### src/rtl/dbg_trig_gen_pkg.sv
// ---------------------------------------------------------------------------
// dbg_trig_pkg
// Shared types and constants for the debug trigger conditioner:
//   - one-hot FSM state encoding and the flop index of each state bit
//   - bit positions inside the 8-bit trg vector driven into ILA TRIG0
//   - saturating 8-bit increment used by the fire counter
// ---------------------------------------------------------------------------
package dbg_trig_pkg;

  typedef enum logic [3:0] {
    ST_IDLE  = 4'b0001,
    ST_ARMED = 4'b0010,
    ST_FIRE  = 4'b0100,
    ST_HOLD  = 4'b1000
  } state_e;

  // Flop index of each one-hot state bit, so trg can be taken straight from flops
  localparam int unsigned ST_ARMED_BIT = 1;
  localparam int unsigned ST_FIRE_BIT  = 2;
  localparam int unsigned ST_HOLD_BIT  = 3;

  // trg bit positions
  localparam int unsigned TRG_FIRE      = 0;
  localparam int unsigned TRG_MATCH     = 1;
  localparam int unsigned TRG_ARMED     = 2;
  localparam int unsigned TRG_HOLD      = 3;
  localparam int unsigned TRG_PROBE_LSB = 4;

  // Increment that sticks at 255 instead of wrapping
  function automatic logic [7:0] sat_inc8(input logic [7:0] val);
    logic [7:0] res;
    if (val == 8'hFF) begin
      res = val;
    end else begin
      res = val + 8'd1;
    end
    return res;
  endfunction

endpackage

### src/rtl/dbg_trig_gen_if.sv
// ---------------------------------------------------------------------------
// dbg_trig_gen_if
// Groups the probe/configuration/control inputs and the trigger outputs of
// dbg_trig_gen.
//   master : drives probe, mask, pattern, edge_sel, count_target, holdoff,
//            auto_rearm, arm, disarm; observes trg, fire_count
//   slave  : the trigger conditioner itself
// ---------------------------------------------------------------------------
interface dbg_trig_gen_if;

  logic [7:0]  probe;
  logic [7:0]  mask;
  logic [7:0]  pattern;
  logic [7:0]  edge_sel;
  logic [7:0]  count_target;
  logic [15:0] holdoff;
  logic        auto_rearm;
  logic        arm;
  logic        disarm;
  logic [7:0]  trg;
  logic [7:0]  fire_count;

  modport master (
    output probe, mask, pattern, edge_sel, count_target, holdoff,
           auto_rearm, arm, disarm,
    input  trg, fire_count
  );

  modport slave (
    input  probe, mask, pattern, edge_sel, count_target, holdoff,
           auto_rearm, arm, disarm,
    output trg, fire_count
  );

endinterface

### src/rtl/dbg_trig_gen_match.sv
// ---------------------------------------------------------------------------
// dbg_trig_match
// Input stage of the trigger conditioner: two probe flops, per-bit level or
// edge compare against pattern, AND over masked bits, registered result.
// Ports:
//   clk, rst_n        : clock, asynchronous active-low reset
//   probe[7:0]        : design signals under observation
//   mask[7:0]         : 1 = bit takes part in the match
//   pattern[7:0]      : required value per masked bit
//   edge_sel[7:0]     : 1 = bit matches only on a transition into pattern
//   match_q           : registered match (one cycle after probe_q)
//   probe_q[7:0]      : first probe flop, also exported for trg[7:4]
// ---------------------------------------------------------------------------
module dbg_trig_match (
  input  logic       clk,
  input  logic       rst_n,
  input  logic [7:0] probe,
  input  logic [7:0] mask,
  input  logic [7:0] pattern,
  input  logic [7:0] edge_sel,
  output logic       match_q,
  output logic [7:0] probe_q
);

  logic [7:0] probe_q_r;
  logic [7:0] probe_d_r;
  logic       match_q_r;
  logic [7:0] level_s;
  logic [7:0] edge_s;
  logic [7:0] cond_s;
  logic       match_s;

  // Per-bit compare; unmasked bits are forced true, an empty mask never matches
  always_comb begin
    level_s = ~(probe_q_r ^ pattern);
    edge_s  = level_s & (probe_d_r ^ probe_q_r);
    cond_s  = (edge_sel & edge_s) | (~edge_sel & level_s);
    if (mask == 8'h00) begin
      match_s = 1'b0;
    end else begin
      match_s = ((cond_s | ~mask) == 8'hFF);
    end
  end

  // Probe pipeline and registered match
  always_ff @(posedge clk or negedge rst_n) begin
    if (!rst_n) begin
      probe_q_r <= 8'h00;
      probe_d_r <= 8'h00;
      match_q_r <= 1'b0;
    end else begin
      probe_q_r <= probe;
      probe_d_r <= probe_q_r;
      match_q_r <= match_s;
    end
  end

  assign match_q = match_q_r;
  assign probe_q = probe_q_r;

endmodule

### src/rtl/dbg_trig_gen.sv
// ---------------------------------------------------------------------------
// dbg_trig_gen
// Debug trigger conditioner feeding ILA TRIG0. Counts qualifying probe
// matches while ARMED, emits a STRETCH-cycle fire pulse, then an optional
// hold-off before re-arming (auto_rearm) or returning to IDLE.
// Ports:
//   clk, rst_n : clock (same as ILA), asynchronous active-low reset
//   bus        : dbg_trig_gen_if.slave
//                in : probe, mask, pattern, edge_sel, count_target (latched
//                     on arm, 0 means 1), holdoff (latched on arm),
//                     auto_rearm, arm, disarm
//                out: trg[0] fire, trg[1] match_q, trg[2] armed,
//                     trg[3] hold-off, trg[7:4] probe_q[3:0];
//                     fire_count (fires since last arm, saturating)
// Parameter:
//   STRETCH    : fire pulse width in cycles, 1..255
// ---------------------------------------------------------------------------
module dbg_trig_gen
  import dbg_trig_pkg::*;
#(
  parameter int unsigned STRETCH = 4
) (
  input  logic          clk,
  input  logic          rst_n,
  dbg_trig_gen_if.slave bus
);

  localparam logic [7:0] STRETCH_M1 = 8'(STRETCH - 1);

  state_e      state_r;
  logic [7:0]  match_cnt_r;
  logic [7:0]  target_lat_r;
  logic [7:0]  str_cnt_r;
  logic [7:0]  fire_count_r;
  logic [15:0] hold_cnt_r;
  logic [15:0] holdoff_lat_r;
  logic        settle_r;
  logic        match_q_s;
  logic [7:0]  probe_q_s;
  logic        hit_s;
  logic [7:0]  trg_s;

  dbg_trig_match u_match (
    .clk      (clk),
    .rst_n    (rst_n),
    .probe    (bus.probe),
    .mask     (bus.mask),
    .pattern  (bus.pattern),
    .edge_sel (bus.edge_sel),
    .match_q  (match_q_s),
    .probe_q  (probe_q_s)
  );

  // This match reaches the latched target
  always_comb begin
    hit_s = (({1'b0, match_cnt_r} + 9'd1) >= {1'b0, target_lat_r});
  end

  // Trigger FSM and its counters. After any re-arm the first ARMED cycle is a
  // settle cycle: its match_q reflects a probe sampled during the dead time,
  // which must not count.
  always_ff @(posedge clk or negedge rst_n) begin
    if (!rst_n) begin
      state_r       <= ST_IDLE;
      match_cnt_r   <= 8'd0;
      target_lat_r  <= 8'd0;
      str_cnt_r     <= 8'd0;
      fire_count_r  <= 8'd0;
      hold_cnt_r    <= 16'd0;
      holdoff_lat_r <= 16'd0;
      settle_r      <= 1'b0;
    end else if (bus.disarm) begin
      state_r     <= ST_IDLE;
      match_cnt_r <= 8'd0;
      str_cnt_r   <= 8'd0;
      hold_cnt_r  <= 16'd0;
      settle_r    <= 1'b0;
    end else begin
      case (state_r)
        ST_IDLE: begin
          if (bus.arm) begin
            state_r       <= ST_ARMED;
            target_lat_r  <= (bus.count_target == 8'd0) ? 8'd1 : bus.count_target;
            holdoff_lat_r <= bus.holdoff;
            match_cnt_r   <= 8'd0;
            fire_count_r  <= 8'd0;
            settle_r      <= 1'b0;
          end else begin
            state_r <= ST_IDLE;
          end
        end
        ST_ARMED: begin
          if (settle_r) begin
            settle_r <= 1'b0;
          end else if (match_q_s && hit_s) begin
            state_r      <= ST_FIRE;
            match_cnt_r  <= 8'd0;
            str_cnt_r    <= 8'd0;
            fire_count_r <= sat_inc8(fire_count_r);
          end else if (match_q_s) begin
            match_cnt_r <= match_cnt_r + 8'd1;
          end else begin
            state_r <= ST_ARMED;
          end
        end
        ST_FIRE: begin
          if (str_cnt_r == STRETCH_M1) begin
            str_cnt_r <= 8'd0;
            if (holdoff_lat_r != 16'd0) begin
              state_r    <= ST_HOLD;
              hold_cnt_r <= 16'd0;
            end else if (bus.auto_rearm) begin
              state_r     <= ST_ARMED;
              match_cnt_r <= 8'd0;
              settle_r    <= 1'b1;
            end else begin
              state_r <= ST_IDLE;
            end
          end else begin
            str_cnt_r <= str_cnt_r + 8'd1;
          end
        end
        ST_HOLD: begin
          if (hold_cnt_r == (holdoff_lat_r - 16'd1)) begin
            hold_cnt_r <= 16'd0;
            if (bus.auto_rearm) begin
              state_r     <= ST_ARMED;
              match_cnt_r <= 8'd0;
              settle_r    <= 1'b1;
            end else begin
              state_r <= ST_IDLE;
            end
          end else begin
            hold_cnt_r <= hold_cnt_r + 16'd1;
          end
        end
        default: begin
          state_r     <= ST_IDLE;
          match_cnt_r <= 8'd0;
          str_cnt_r   <= 8'd0;
          hold_cnt_r  <= 16'd0;
          settle_r    <= 1'b0;
        end
      endcase
    end
  end

  // trg taken straight from flops: one-hot state bits, match_q, probe_q
  always_comb begin
    trg_s                          = 8'h00;
    trg_s[TRG_FIRE]                = state_r[ST_FIRE_BIT];
    trg_s[TRG_MATCH]               = match_q_s;
    trg_s[TRG_ARMED]               = state_r[ST_ARMED_BIT];
    trg_s[TRG_HOLD]                = state_r[ST_HOLD_BIT];
    trg_s[TRG_PROBE_LSB +: 4]      = probe_q_s[3:0];
  end

  assign bus.trg        = trg_s;
  assign bus.fire_count = fire_count_r;

endmodule

### src/flat_wrapper.sv
// flat-port wrapper written by rule: the top's interface ports become plain ports
module dbg_trig_gen_flat import dbg_trig_pkg::*;
#(
  parameter int unsigned STRETCH = 4
)
  (clk, rst_n, bus_probe, bus_mask, bus_pattern, bus_edge_sel, bus_count_target, bus_holdoff, bus_auto_rearm, bus_arm, bus_disarm, bus_trg, bus_fire_count);
  dbg_trig_gen_if bus_i ();
  input  logic clk;
  input  logic rst_n;
  input wire logic [$bits(bus_i.probe)-1:0] bus_probe;
  input wire logic [$bits(bus_i.mask)-1:0] bus_mask;
  input wire logic [$bits(bus_i.pattern)-1:0] bus_pattern;
  input wire logic [$bits(bus_i.edge_sel)-1:0] bus_edge_sel;
  input wire logic [$bits(bus_i.count_target)-1:0] bus_count_target;
  input wire logic [$bits(bus_i.holdoff)-1:0] bus_holdoff;
  input wire logic [$bits(bus_i.auto_rearm)-1:0] bus_auto_rearm;
  input wire logic [$bits(bus_i.arm)-1:0] bus_arm;
  input wire logic [$bits(bus_i.disarm)-1:0] bus_disarm;
  output wire logic [$bits(bus_i.trg)-1:0] bus_trg;
  output wire logic [$bits(bus_i.fire_count)-1:0] bus_fire_count;
  assign bus_i.probe = bus_probe;
  assign bus_i.mask = bus_mask;
  assign bus_i.pattern = bus_pattern;
  assign bus_i.edge_sel = bus_edge_sel;
  assign bus_i.count_target = bus_count_target;
  assign bus_i.holdoff = bus_holdoff;
  assign bus_i.auto_rearm = bus_auto_rearm;
  assign bus_i.arm = bus_arm;
  assign bus_i.disarm = bus_disarm;
  assign bus_trg = bus_i.trg;
  assign bus_fire_count = bus_i.fire_count;
  dbg_trig_gen #(.STRETCH(STRETCH)) u_core (.clk(clk), .rst_n(rst_n), .bus(bus_i));
endmodule
### config.mk
export PLATFORM = sky130hd
export DESIGN_NAME = dbg_trig_gen_flat
export DESIGN_NICKNAME = d
export VERILOG_FILES = /design/src/rtl/dbg_trig_gen_pkg.sv /design/src/rtl/dbg_trig_gen_if.sv /design/src/rtl/dbg_trig_gen_match.sv /design/src/rtl/dbg_trig_gen.sv /design/src/flat_wrapper.sv
export SDC_FILE = /design/constraint.sdc
export NUM_CORES = 1
export LEC_CHECK = 0
export BUFFER_PORTS_ARGS = -buffer_cell sky130_fd_sc_hd__buf_2
export CAP_MARGIN = 0
export CELL_PAD_IN_SITES_DETAIL_PLACEMENT = 0
export CELL_PAD_IN_SITES_GLOBAL_PLACEMENT = 1
export CORE_MARGIN = 4
export CORE_UTILIZATION = 46
export CTS_CLUSTER_DIAMETER = 120
export CTS_CLUSTER_SIZE = 20
export DETAILED_ROUTE_END_ITERATION = 10
export PLACE_DENSITY_LB_ADDON = 0.12
export SLEW_MARGIN = 20
export SYNTH_ARGS = -nofsm -noshare
export SYNTH_HDL_FRONTEND = slang
export SYNTH_SLANG_ARGS = --single-unit
### constraint.sdc
create_clock -name clk -period 7.2 [get_ports clk]
set_clock_uncertainty 0.2 [all_clocks]
set_input_delay 0.36 -clock clk [delete_from_list [all_inputs] [get_ports clk]]
set_output_delay 0.36 -clock clk [all_outputs]
set_load 0.03 [all_outputs]
==> impl_metrics.tcl <==
set metrics [dict create \
    hold_ws_ns 0.0131 \
    cts_num_sinks 86 \
    synthAdderAreaFrac 0.0334 \
    via_per_inst 5.31 \
    dr.first_iter.drc_count 160 \
    final_max_slew_viol_count 0 \
    die_w_um 111 \
    wl_um 11400 \
    io_buffer_count 76 \
    cts_tree "done" \
    worstSetupPathType "reg2reg" \
    synth-seq-cells 86 \
    worst_slack_ns 2.99 \
    yosys_warnings 0 \
    status "finished, final reports clean" \
    rsz0062_at_grt "false" \
    placed_cell_area_um2 5310 \
    ioPinCount 77 \
    numCtsBuffers 9 \
    design_power_total_mw 1.07 \
    synthXorXnorAreaFrac 0.0900 \
    die_y_um 111 \
    layout_min_cycle_time_ns 4.21 \
    cts_resized 0 \
    post-route-period-util 0.584 \
    async_flop_share 1.00 \
    dpl_worst_slack_ns 3.01 \
    fin_nets 703 \
    grt_overflow 0 \
    dieArea_um2 12300 \
    synth_mux_area_frac 0.00411 \
    wire_per_inst_um 14.8 \
    timing.fmax_mhz 238 \
    ys_types 63 \
    cap_violations 0 \
    synth_compound_area_frac 0.134 \
    grt_start_max_net_pins 45 \
    grt_pass1_wl_um 20000 \
    vdd_ir_drop_max_mv 0.107 \
    gp_congestion 0.869 \
    num_rows 37 \
    areaGrowthSynthToFinish_pct 16.3 \
    yosys.area_share.simple 0.248 \
    drive_gt1_frac 0.164 \
    synth-edff-count 0 \
    antenna_found_initial 0 \
    clk_pin_slew_worst_paths_ns 0.09 \
    cts_max_level 3 \
    synth_top_family_by_area "simple AND/OR/NAND/NOR gates" \
    crit_required_ns 7.27 \
    num_antenna_cells 0 \
    hold_violations 0 \
    tns_ns 0 \
    grt_pass1_vias 4167 \
    yosysSeqAreaShare 0.442 \
    hpwlAfterDp_um 8350 \
    syn-cell-area_um2 4870 \
    leakage_nw 2.62 \
    stdcell_area_um2 5660 \
    cts-root-buf "clkbuf_8" \
    drc 0 \
    rrSetupSlack_ns 2.99 \
    p_per_area_nw_per_um2 189 \
    num_vias 4091 \
    synth_cells 547 \
    cp.arrival_ns 4.28 \
    avgSynthCellArea_um2 8.90 \
    synth_flop_cell "dfrtp_1" \
    finalSetupViolations 0 \
    critPathMaxFanout 8 \
    critPathCaptureType "flip-flop" \
    core_area_um2 10300 \
    tightest_slew_ns 0.977 \
    grt.total_usage 0.194 \
    cp-start-kind "flip-flop" \
    post_cts_buffers 0 \
    insertion_delay_ns 0.35 \
    initial_core_util 0.472 \
    drt-pass1-iter-count 5 \
    hp-class "in2reg" \
    timing.slew.headroom 0.345 \
    syn_nets 621 \
    ant_nets 0 \
    cts_buffer_depth 2 \
]
==> final timing paths <==
kind,depth (start not counted),end,from
max,13,u_core.str_cnt_r[2]$_DFFE_PN0P_,u_core.match_cnt_r[2]$_DFFE_PN0P_
min,3,u_core.holdoff_lat_r[1]$_DFFE_PN0P_,bus_holdoff[1]
max reg2reg,13,u_core.str_cnt_r[2]$_DFFE_PN0P_,u_core.match_cnt_r[2]$_DFFE_PN0P_
min reg2reg,0,u_core.u_match.probe_d_r[5]$_DFF_PN0_,u_core.u_match.probe_q[5]$_DFF_PN0_
max in group asynchronous,3,u_core.match_cnt_r[4]$_DFFE_PN0P_,rst_n
min in group asynchronous,2,u_core.hold_cnt_r[7]$_DFFE_PN0P_,rst_n
==> synthesized netlist by cell type, types with 5 or more instances <==
library cell	instances	share of area
o21ai_0	29	0.030
xor2_1	27	0.049
buf_4	10	0.015
a31oi_1	7	0.0090
nor2b_1	11	0.014
ha_1	13	0.033
xnor2_1	23	0.041
nand2_1	88	0.068
or3_1	7	0.0090
dfrtp_1	85	0.44
nor2_1	48	0.037
and3_1	12	0.015
clkbuf_1	15	0.012
nand4_1	8	0.010
inv_1	27	0.021
nor4_1	9	0.012
nand3_1	21	0.022
a21oi_1	9	0.0093
nor3_1	19	0.020
nand2b_1	5	0.0064
a21o_1	5	0.0077
==> metal layers <==
| layer | share of wire | global-route usage |
|---|---|---|
| met5 | 0 | 0 |
| met4 | 0.013 | 0.0567 |
| met3 | 0.027 | 0.0267 |
| met2 | 0.49 | 0.326 |
| met1 | 0.47 | 0.260 |
==> metrics by stage <==
step / utilization / std cells
after CTS: 0.548 / 770
final: 0.548 / 770
after global placement: 0.514 / 736
after detailed placement: 0.514 / 736
after floorplan: - / 547
after global routing: 0.548 / 770
==> registers in the layout, summed over array words and instances, names as in the netlist, 4 cells and up <==
register                  cells
u_core.bus.fire_count         8
u_core.str_cnt_r              8
u_core.target_lat_r           8
u_core.u_match.probe_q        8
u_core.state_r                4
u_core.match_cnt_r            8
u_core.u_match.probe_d_r      8
u_core.hold_cnt_r            16
u_core.holdoff_lat_r         16
==> cell families after synthesis <==
group                      count (synthesis)
AOI/OAI and AO/OA                         94
xor gates and xnor gates                  50
adders and majority gates                 13
buffers and inverters                     53
DFF                                       86
muxes                                      2
and+or+nand+nor                          249
==> worst max-delay path: stages, from the launching register on <==
cell	delay (ns)
dfrtp_1	0.41
inv_1	0.11
nor3_1	0.31
nand3_1	0.12
nor2_1	0.14
xnor2_1	0.16
ha_1	0.27
and3_1	0.19
a221o_1	0.32
a211oi_1	0.54
o21ai_0	0.25
a211oi_1	0.83
o21ai_0	0.19
o21ai_0	0.12
==> where the power goes <==
part / leakage, nW / internal, mW / total, mW / switching, mW
clock network: 0.0910 / 0.128 / 0.310 / 0.182
registers: 1.12 / 0.517 / 0.556 / 0.0389
logic: 1.41 / 0.0890 / 0.204 / 0.115
total: 2.62 / 0.735 / 1.07 / 0.336
==> layout make-up <==
| cell class | instances | area (µm²) |
|---|---|---|
| multi-input combinational | 408 | 2480 |
| tap | 136 | 170 |
| clock inverter | 6 | 45.0 |
| clock buffer | 10 | 128 |
| sequential | 86 | 2150 |
| fill | 1004 | 4660 |
| inverter | 27 | 101 |
| timing repair buffer | 97 | 586 |
==> repair_timing <==
action | 4_1_cts | 5_1_grt
setup endpoints to repair | 0 | 0
hold endpoints to repair | 58 | 0
hold buffers | 18 | 0
==> layout by cell type, fill, tap and decap left out, types with 11 or more instances in the layout <==
cell            n
xnor2_1        23
inv_1          27
xor2_1         27
nor2b_1        11
o21ai_0        29
nor3_1         19
nand3_1        21
dfrtp_1        85
buf_2          75
and3_1         12
ha_1           13
nand2_1        88
nor2_1         48
dlygate4sd3_1  18
Note: power is estimated with default switching activity, not from simulation.
